### src/rtl/polyphase_decimator_pkg.sv
// polyphase_decimator_pkg: shared FSM states and accumulator sizing for the polyphase filters
package polyphase_decimator_pkg;
  typedef enum logic [1:0] {ACCEPT, FLUSH, MAC, OUTPUT} state_t;
  function automatic int acc_width(int din, int coef, int taps);
    return din + coef + $clog2(taps);
  endfunction
endpackage

### src/rtl/polyphase_decimator_if.sv
// polyphase_decimator_if: AXI-Stream-style sample channel
interface polyphase_decimator_if #(parameter int W = 16);
  logic signed [W-1:0] tdata;
  logic tvalid;
  logic tready;
  logic tlast;
  modport master(output tdata, tvalid, tlast, input tready);
  modport slave(input tdata, tvalid, tlast, output tready);
endinterface

### src/rtl/polyphase_decimator_coeff_ram.sv
// polyphase_decimator_coeff_ram: coefficient store, one write port and one registered read port
module polyphase_decimator_coeff_ram #(
  parameter int DEPTH = 32,
  parameter int WIDTH = 16
) (
  input  logic                             clock,
  input  logic                             we,
  input  logic        [$clog2(DEPTH)-1:0] waddr,
  input  logic signed [WIDTH-1:0]          wdata,
  input  logic        [$clog2(DEPTH)-1:0] raddr,
  output logic signed [WIDTH-1:0]          rdata
);
  logic signed [WIDTH-1:0] mem_q [DEPTH];
  always_ff @(posedge clock) begin
    if (we) mem_q[waddr] <= wdata;
    rdata <= mem_q[raddr];
  end
endmodule

### src/rtl/polyphase_decimator.sv
// polyphase_decimator: decimate-by-M FIR using one time-multiplexed MAC over all taps
module polyphase_decimator
  import polyphase_decimator_pkg::*;
#(
  parameter int NUMBER_TAPS       = 32,
  parameter int RATE_CHANGE       = 8,
  parameter int DATA_IN_WIDTH     = 16,
  parameter int DATA_OUT_WIDTH    = 16,
  parameter int COEFFICIENT_WIDTH = 16,
  parameter int OUTPUT_SHIFT      = 0
) (
  input  logic                                  clock,
  input  logic                                  reset,
  polyphase_decimator_if.slave                  data_in,
  polyphase_decimator_if.master                 data_out,
  input  logic                                  coeffs_wren,
  input  logic        [$clog2(NUMBER_TAPS)-1:0] coeffs_addr,
  input  logic signed [COEFFICIENT_WIDTH-1:0]   coeffs_wdata,
  output logic                                  busy
);
  localparam int AW  = acc_width(DATA_IN_WIDTH, COEFFICIENT_WIDTH, NUMBER_TAPS);
  localparam int TW  = $clog2(NUMBER_TAPS);
  localparam int PW  = $clog2(RATE_CHANGE);
  localparam int CW  = $clog2(NUMBER_TAPS + 2);
  localparam int PRW = DATA_IN_WIDTH + COEFFICIENT_WIDTH;
  localparam int DW  = DATA_OUT_WIDTH;
  state_t state_q, state_d;
  logic signed [DATA_IN_WIDTH-1:0] x_q [NUMBER_TAPS];
  logic signed [DATA_IN_WIDTH-1:0] x_d [NUMBER_TAPS];
  logic [PW-1:0] phase_q, phase_d;
  logic [CW-1:0] cnt_q, cnt_d;
  logic signed [PRW-1:0] prod_q, prod_d;
  logic signed [AW-1:0] acc_q, acc_d, sum, shifted;
  logic signed [COEFFICIENT_WIDTH-1:0] coeff_rd;
  logic signed [DW-1:0] tdata_q, tdata_d, sat;
  logic pend_q, pend_d, tready_q, tready_d, tvalid_q, tvalid_d, tlast_q, tlast_d;
  logic in_hs, out_hs, ovf, last_phase;
  polyphase_decimator_coeff_ram #(.DEPTH(NUMBER_TAPS), .WIDTH(COEFFICIENT_WIDTH)) u_ram (
    .clock(clock), .we(coeffs_wren), .waddr(coeffs_addr), .wdata(coeffs_wdata),
    .raddr(cnt_q[TW-1:0]), .rdata(coeff_rd)
  );
  assign in_hs      = data_in.tvalid & tready_q;
  assign out_hs     = tvalid_q & data_out.tready;
  assign last_phase = phase_q == PW'(RATE_CHANGE - 1);
  assign sum        = acc_q + AW'(prod_q);
  assign shifted    = sum >>> OUTPUT_SHIFT;
  assign ovf        = |shifted[AW-1:DW-1] && !(&shifted[AW-1:DW-1]);
  assign sat        = ovf ? {shifted[AW-1], {(DW-1){~shifted[AW-1]}}} : shifted[DW-1:0];
  assign data_in.tready  = tready_q;
  assign data_out.tvalid = tvalid_q;
  assign data_out.tdata  = tdata_q;
  assign data_out.tlast  = tlast_q;
  assign busy            = state_q != ACCEPT;
  always_comb begin
    state_d = state_q;
    phase_d = phase_q;
    cnt_d   = '0;
    acc_d   = '0;
    pend_d  = pend_q;
    tdata_d = tdata_q;
    tlast_d = tlast_q;
    x_d     = x_q;
    // RAM read for tap j lands one cycle later, so the matching sample index lags the counter by one
    prod_d  = coeff_rd * x_q[TW'(cnt_q - 1'b1)];
    if (in_hs || state_q == FLUSH) begin
      x_d[0] = state_q == FLUSH ? '0 : data_in.tdata;
      for (int i = 1; i < NUMBER_TAPS; i++) x_d[i] = x_q[i-1];
      phase_d = phase_q + 1'b1;
    end
    if (state_q == ACCEPT && in_hs) begin
      pend_d  = pend_q | data_in.tlast;
      state_d = last_phase ? MAC : data_in.tlast ? FLUSH : ACCEPT;
    end
    if (state_q == FLUSH && last_phase) state_d = MAC;
    if (state_q == MAC) begin
      cnt_d = cnt_q + 1'b1;
      acc_d = cnt_q >= CW'(2) ? sum : acc_q;
      if (cnt_q == CW'(NUMBER_TAPS + 1)) begin
        state_d = OUTPUT;
        tdata_d = sat;
        tlast_d = pend_q;
      end
    end
    if (state_q == OUTPUT && out_hs) begin
      state_d = ACCEPT;
      tlast_d = 1'b0;
      if (pend_q) begin
        x_d     = '{default: '0};
        phase_d = '0;
        pend_d  = 1'b0;
      end
    end
    tready_d = state_d == ACCEPT;
    tvalid_d = state_d == OUTPUT;
  end
  always_ff @(posedge clock) begin
    if (reset) begin
      state_q  <= ACCEPT;
      phase_q  <= '0;
      cnt_q    <= '0;
      acc_q    <= '0;
      prod_q   <= '0;
      pend_q   <= 1'b0;
      x_q      <= '{default: '0};
      tready_q <= 1'b0;
      tvalid_q <= 1'b0;
      tlast_q  <= 1'b0;
      tdata_q  <= '0;
    end else begin
      state_q  <= state_d;
      phase_q  <= phase_d;
      cnt_q    <= cnt_d;
      acc_q    <= acc_d;
      prod_q   <= prod_d;
      pend_q   <= pend_d;
      x_q      <= x_d;
      tready_q <= tready_d;
      tvalid_q <= tvalid_d;
      tlast_q  <= tlast_d;
      tdata_q  <= tdata_d;
    end
  end
endmodule
### src/flat_wrapper.sv
// flat-port wrapper written by rule: the top's interface ports become plain ports
module polyphase_decimator_flat import polyphase_decimator_pkg::*;
#(
  parameter int NUMBER_TAPS       = 32,
  parameter int RATE_CHANGE       = 8,
  parameter int DATA_IN_WIDTH     = 16,
  parameter int DATA_OUT_WIDTH    = 16,
  parameter int COEFFICIENT_WIDTH = 16,
  parameter int OUTPUT_SHIFT      = 0
)
  (clock, reset, coeffs_wren, coeffs_addr, coeffs_wdata, busy, data_in_tdata, data_in_tvalid, data_in_tlast, data_in_tready, data_out_tdata, data_out_tvalid, data_out_tlast, data_out_tready);
  polyphase_decimator_if data_in_i ();
  polyphase_decimator_if data_out_i ();
  input  logic clock;
  input  logic reset;
  input  logic coeffs_wren;
  input  logic        [$clog2(NUMBER_TAPS)-1:0] coeffs_addr;
  input  logic signed [COEFFICIENT_WIDTH-1:0] coeffs_wdata;
  output logic busy;
  input wire logic [$bits(data_in_i.tdata)-1:0] data_in_tdata;
  input wire logic [$bits(data_in_i.tvalid)-1:0] data_in_tvalid;
  input wire logic [$bits(data_in_i.tlast)-1:0] data_in_tlast;
  output wire logic [$bits(data_in_i.tready)-1:0] data_in_tready;
  output wire logic [$bits(data_out_i.tdata)-1:0] data_out_tdata;
  output wire logic [$bits(data_out_i.tvalid)-1:0] data_out_tvalid;
  output wire logic [$bits(data_out_i.tlast)-1:0] data_out_tlast;
  input wire logic [$bits(data_out_i.tready)-1:0] data_out_tready;
  assign data_in_i.tdata = data_in_tdata;
  assign data_in_i.tvalid = data_in_tvalid;
  assign data_in_i.tlast = data_in_tlast;
  assign data_in_tready = data_in_i.tready;
  assign data_out_tdata = data_out_i.tdata;
  assign data_out_tvalid = data_out_i.tvalid;
  assign data_out_tlast = data_out_i.tlast;
  assign data_out_i.tready = data_out_tready;
  polyphase_decimator #(.NUMBER_TAPS(NUMBER_TAPS), .RATE_CHANGE(RATE_CHANGE), .DATA_IN_WIDTH(DATA_IN_WIDTH), .DATA_OUT_WIDTH(DATA_OUT_WIDTH), .COEFFICIENT_WIDTH(COEFFICIENT_WIDTH), .OUTPUT_SHIFT(OUTPUT_SHIFT)) u_core (.clock(clock), .reset(reset), .data_in(data_in_i), .data_out(data_out_i), .coeffs_wren(coeffs_wren), .coeffs_addr(coeffs_addr), .coeffs_wdata(coeffs_wdata), .busy(busy));
endmodule
### config.mk
export PLATFORM = sky130hd
export DESIGN_NAME = polyphase_decimator_flat
export DESIGN_NICKNAME = d
export VERILOG_FILES = /design/src/rtl/polyphase_decimator_pkg.sv /design/src/rtl/polyphase_decimator_if.sv /design/src/rtl/polyphase_decimator_coeff_ram.sv /design/src/rtl/polyphase_decimator.sv /design/src/flat_wrapper.sv
export SDC_FILE = /design/constraint.sdc
export NUM_CORES = 2
export LEC_CHECK = 0
export CAP_MARGIN = 15
export CORE_MARGIN = 4
export CORE_UTILIZATION = 63
export CTS_BUF_LIST = sky130_fd_sc_hd__clkbuf_8 sky130_fd_sc_hd__clkbuf_16
export CTS_CLUSTER_DIAMETER = 50
export DETAILED_ROUTE_END_ITERATION = 7
export PLACE_DENSITY = 0.85
export SLEW_MARGIN = 10
export SYNTH_ARGS = -nofsm -noshare
export SYNTH_HDL_FRONTEND = slang
export SYNTH_HIERARCHICAL = 1
export SYNTH_SLANG_ARGS = --single-unit
### constraint.sdc
create_clock -name clock -period 12.3 [get_ports clock]
set_clock_uncertainty 0.1 [all_clocks]
set_input_delay 3.69 -clock clock [delete_from_list [all_inputs] [get_ports clock]]
set_output_delay 3.69 -clock clock [all_outputs]
set_load 0.01 [all_outputs]
Yosys cells after proc, flatten, opt, wreduce, memory -nomap -nowiden
Memory sizes are Yosys's and may differ from the RTL's. A register that Yosys moved wholly into a read port is not among the register bits.
Cells that the tools add are included.
{"block": "totals", "ff_bits": 612, "ramBits": 512, "input_bits": 43, "out_inout_bits": 20, "word_cells": 99, "n_memories": 1}
{"block": "op_classes", "add_sub_neg": 4, "mul": 1, "n_lt_le_gt_ge": 2, "eq_ne": 6, "n_mux": 23, "bitwise_logic": 6, "reduce_logical": 14}
{"memory": "u_core.u_ram.mem_q", "depth": 32, "word_bits": 16, "rd": 1, "rd_clocked_by_memory_dff": 1, "wr": 1, "line": "polyphase_decimator_coeff_ram.sv:13", "source": "logic signed [WIDTH-1:0] mem_q [DEPTH];"}
{"cell": "$mux 512", "count": 3}
{"cell": "$bmux 16 s5", "count": 1}
{"cell": "$mux 16", "count": 4}
{"cell": "$add 37x32->37", "count": 1}
{"cell": "$mul 16x16->32", "count": 1}
{"cell": "$reduce_and 22->1", "count": 1}
{"cell": "$reduce_or 22->1", "count": 1}
{"cell": "$mux 2", "count": 6}
{"cell": "$mux 3", "count": 3}
{"cell": "$add 6x1->6 const B", "count": 1}
{"cell": "$eq 2x2->1 const B", "count": 3}
{"cell": "$eq 6x6->1 const B", "count": 1}
{"cell": "$ge 6x2->1 const B", "count": 1}
{"cell": "$ge 6x6->1 const B", "count": 1}
{"cell": "$mux 1", "count": 6}
{"cell": "$not 5->6", "count": 1}
{"cell": "$sub 5x1->5 const B", "count": 1}
{"cell": "$logic_and 1x1->1", "count": 4}
{"cell": "$logic_not 2->1", "count": 2}
{"cell": "$reduce_or 2->1", "count": 2}
{"cell": "$add 3x1->3 const B", "count": 1}
{"cell": "$eq 3x3->1 const B", "count": 1}
{"cell": "$and 1x1->1", "count": 2}
{"cell": "$eq 2x1->1 const B", "count": 1}
{"cell": "6 further kinds", "count": 7}

Longest topological paths before layout
{"block": "logic_depth", "ltp_word": 8, "mapped_depth": 37, "ltp_nobuf": 29}

Hierarchy
The synthesis kept the hierarchy.
{"mod": "polyphase_decimator", "instances": 1, "cells_each": 4261, "area_per_inst_um2": 37318.3, "seq_area_each_um2": 12251.8}
{"mod": "polyphase_decimator_coeff_ram", "instances": 1, "cells_each": 1143, "area_per_inst_um2": 20535.9, "seq_area_each_um2": 15695.1}

Worst setup path before layout
No wires, ideal clock.
{"block": "synth_timing", "kind": "reg2reg", "start": "register u_core.cnt_q[0]", "end": "register u_core.prod_q[29]", "setup_time_ps": 121, "arrival_ps": 10461, "t_required_ps": 12079, "setup_slack_ps": 1618, "stages_incl_launch_ff": 36, "n_path_buf": 8, "period_less_slack_ps": 10682, "cell_sequence": "dfxtp_1 -> clkbuf_1 -> buf_1 -> clkbuf_1 -> clkbuf_1 -> inv_1 -> ha_1 -> clkbuf_1 -> buf_1 -> clkbuf_1 -> mux4_2 -> mux4_2 -> mux2i_1 -> clkbuf_1 -> nor2b_1 -> fa_1 -> inv_1 -> fa_1 -> fa_1 -> fa_1 -> inv_1 -> fa_1 -> inv_1 -> fa_1 -> inv_1 -> ha_1 -> and3_1 -> a31oi_1 -> o21ai_0 -> a211o_1 -> a2111oi_0 -> o31a_1 -> o21bai_1 -> a21oi_1 -> o21bai_1 -> mux2_2"}
{"block": "synth_via", "elab_chain_len": 6}
{"element": "from (decl)", "line": "polyphase_decimator.sv:31", "source": "logic [CW-1:0] cnt_q, cnt_d;"}
{"element": "from (signal assigned)", "line": "polyphase_decimator.sv:112", "source": "cnt_q <= cnt_d;"}
{"element": "$sub 5x1->5", "line": "polyphase_decimator.sv:64", "source": "prod_d = coeff_rd * x_q[TW'(cnt_q - 1'b1)];"}
{"element": "$not 5->6 (not written as such)", "line": "polyphase_decimator.sv:64"}
{"element": "$bmux 16 s5", "line": "polyphase_decimator.sv:64"}
{"element": "$mux 16 (not written as such) (2 in series)", "line": "polyphase_decimator.sv:64"}
{"element": "$mul 16x16->32", "line": "polyphase_decimator.sv:64"}
{"element": "to (signal assigned)", "line": "polyphase_decimator.sv:114", "source": "prod_q <= prod_d;"}
{"element": "to (decl)", "line": "polyphase_decimator.sv:32", "source": "logic signed [PRW-1:0] prod_q, prod_d;"}
Every way passes these cells. The select of a mux whose other input is x is not followed.
A chain may end at the register's enable or synchronous reset.

Worst setup path in the final report
Same ends and word-level chain as after synthesis.

==> flow_summary.toml <==
[run_status]
outcome = "finished clean"

[routing]
vias = 40500
drc_errors = 0
first_pass_iters = 6
ant_nets = 0
drt_iter0_markers = 4160
routedWlPerCell_microns = 20.2
wirelength_mm = 133
viasPerCell = 6.14

[pwr]
total_power_w = 0.00776
power_density_nw_per_um2 = 123
power_leakage_nw = 22.2
ir_worst_vdd_mv = 0.148

[setup_path]
cp-start-kind = "flop"
crit_path_end_kind = "flop"
worst-r2r-cell-count = 29
crit_fanout = 37
crit_slowest_cell = "a2111oi_0"
critPathArrivalTime_ns = 10.62
crit_required_ns = 12.76
critical_path.most_common_cell = "fa_1"
crit_type = "flop to flop"
max_stage_delay_ns = 0.81

[cells_and_area]
syn2layout_area_growth_pct = 8.97
fill_cells = 5979
fin_nets = 5737
final_area_sq_um = 63000
drive_above_1_share = 0.0973
finalNonFillerCells = 6585

[global_route]
antenna_found_initial = 1
grt_pass1_vias = 40400
grt_max_degree = 240
grt_overflow = 0
grt_pass1_wl_mm = 212
grt_use_total = 0.269

[yosys]
synthCells = 5404
yosysTopAreaCellShare = 0.266
synth_top_cell_by_area = "edfxtp_1"
synthFlopType = "dfxtp_1"
synth_edf_count = 512
synth_most_common_cell = "nand2_1"
ys_ff_latch = 1140
yosysWarnings = 6
yosys-top-cells-area = "edfxtp_1, dfxtp_1, fa_1"
syn_area_per_cell_sq_um = 10.7
ys_seq_area_frac = 0.483
synth_commonest_cells = "nand2_1, a21oi_1, dfxtp_1, edfxtp_1, inv_1"
synthesis.nets = 5834
syn_area_sq_um = 57900
yosys.cell_types.count = 81
async_flop_share = 0

[clock_tree]
cts_max_level = 3
cts.repair.resized = 0
cts_buffers = 117
clk_pin_slew_ns = 0.06
clock_sinks = 1140
clk_latency_ns = 0.76
root_buffer = "clkbuf_16"
clockBufferDepth = 3
post_cts_buffers = 0
cts_hold_buf = 0
cts_tree = "built"

[placed_design]
place_congestion = 0.917
numPortBuffers = 62
dp_hpwl_mm = 82.2
dp.cells = 6357
placed_area_sq_um = 59000

[floorplan]
core_sq_um = 90600
ios = 63
die_x_microns = 311
chipHeight_microns = 311
start_util = 0.639
rows = 110
dieArea_sq_um = 96700

[timing]
setup_violations = 0
slew_viol_final = 0
tightest_slew_ns = 1.14
finalCriticalPeriod_ns = 10.15
hold_viol = 0
slew-limit-headroom = 0.238
period_share = 0.825
tns_ns = 0
rsz0062_at_grt = "false"
fmax_mhz = 98.5

[hold_path]
hold_class = "flop to flop"
hold_depth = 2

[run]
drv_cap = 0
metrics by stage:
stage / setup WS [ns] / hold slack (ns) / utilization
after floorplan: 1.62 / 0.329 / -
after global placement: 2.36 / 0.335 / 0.651
after detailed placement: 2.11 / 0.344 / 0.651
after CTS: 2.10 / 0.347 / 0.695
after global routing: 1.66 / 0.354 / 0.696
final: 2.15 / 0.329 / 0.696
per-layer routing:
| metal | vias up | global-route usage | wire, microns |
|---|---|---|---|
| met1 | 19900 | 0.352 | 51900 |
| li1 | 18400 | - | - |
| met2 | 1756 | 0.452 | 65400 |
| met3 | 362 | 0.0497 | 11000 |
| met5 | - | 0 | 9 |
| met4 | 2 | 0.102 | 4970 |
sequential cells by signal (all words and copies together) (netlist names):
| register | count |
|---|---|
| u_core/u_ram/rdata | 16 |
| u_core/data_in.tready | 1 |
| u_core/phase_q | 3 |
| u_core/data_out.tvalid | 1 |
| u_core/cnt_q | 6 |
| u_core/data_out.tdata | 16 |
| u_core/state_q | 2 |
| u_core/pend_q | 1 |
| u_core/data_out.tlast | 1 |
| u_core/x_q | 512 |
| u_core/prod_q | 32 |
| u_core/acc_q | 37 |
| u_core/u_ram/mem_q | 512 |
worst paths after layout:
kind,from,end,slack (ns)
worst min register to register,u_core/x_q[168]$_SDFF_PP0_,u_core/x_q[152]$_SDFF_PP0_,0.33
worst max register to register,u_core/cnt_q[0]$_SDFF_PP0_,u_core/prod_q[29]$_SDFF_PP0_,2.15
worst max-delay path,u_core/cnt_q[0]$_SDFF_PP0_,u_core/prod_q[29]$_SDFF_PP0_,2.15
worst min-delay path,u_core/x_q[168]$_SDFF_PP0_,u_core/x_q[152]$_SDFF_PP0_,0.33
cell type report:
cell class / instances / area (sq um) / area share
flip-flops and latches: 1140 / 28000 / 0.443
multi-input cells: 3622 / 27300 / 0.433
clock buffers: 136 / 3200 / 0.0508
well taps: 1176 / 1470 / 0.0233
repair buffers: 131 / 1260 / 0.0199
inverters: 295 / 1110 / 0.0176
clock inverters: 84 / 778 / 0.0123
diodes: 1 / 2.50 / 0.0000397
kinds of logic after synthesis:
| group | count (synthesis) | synth area share |
|---|---|---|
| adder cells (fa/ha/maj) | 387 | 0.118 |
| AND/OR/NAND/NOR | 1771 | 0.132 |
| flip-flops | 1140 | 0.483 |
| AO/OA/AOI/OAI | 959 | 0.0981 |
| buffers and inverters | 642 | 0.0478 |
| XOR/XNOR | 67 | 0.0101 |
| multiplexers | 438 | 0.111 |
cells in the final DEF (no fill, tap or decap), types with 25 or more instances in the layout:
cell type,count
nor2b_1,131
nor2_1,138
clkbuf_16,118
ha_1,122
clkdlybuf4s50_1,55
mux2i_1,268
a22oi_1,65
and2_1,48
a211oi_1,34
xnor2_1,39
buf_4,55
nand3_1,49
a21oi_1,643
fa_1,264
dfxtp_1,627
xor2_1,25
o21ai_0,39
nand2_1,1203
inv_1,317
edfxtp_1,512
mux4_2,160
a22o_1,32
nand2b_1,43
nand4_1,29
nor3_1,33
power breakdown:
part | leakage, nW | switching (W) | internal [W]
sequential | 9.68 | 0.0000133 | 0.00398
combinational | 10.5 | 0.000176 | 0.0000353
clock | 2.02 | 0.00156 | 0.00199
worst max-delay path, delay by kind of cell (launching register included):
kind	cells	cell delay, ns
buffers and inverters	7	1.05
adders and majority gates	8	4.16
AOI/OAI and AO/OA	8	2.17
muxes	4	1.47
DFF	1	0.70
and+or+nand+nor	2	0.30
(Power assumes the default switching activity.)
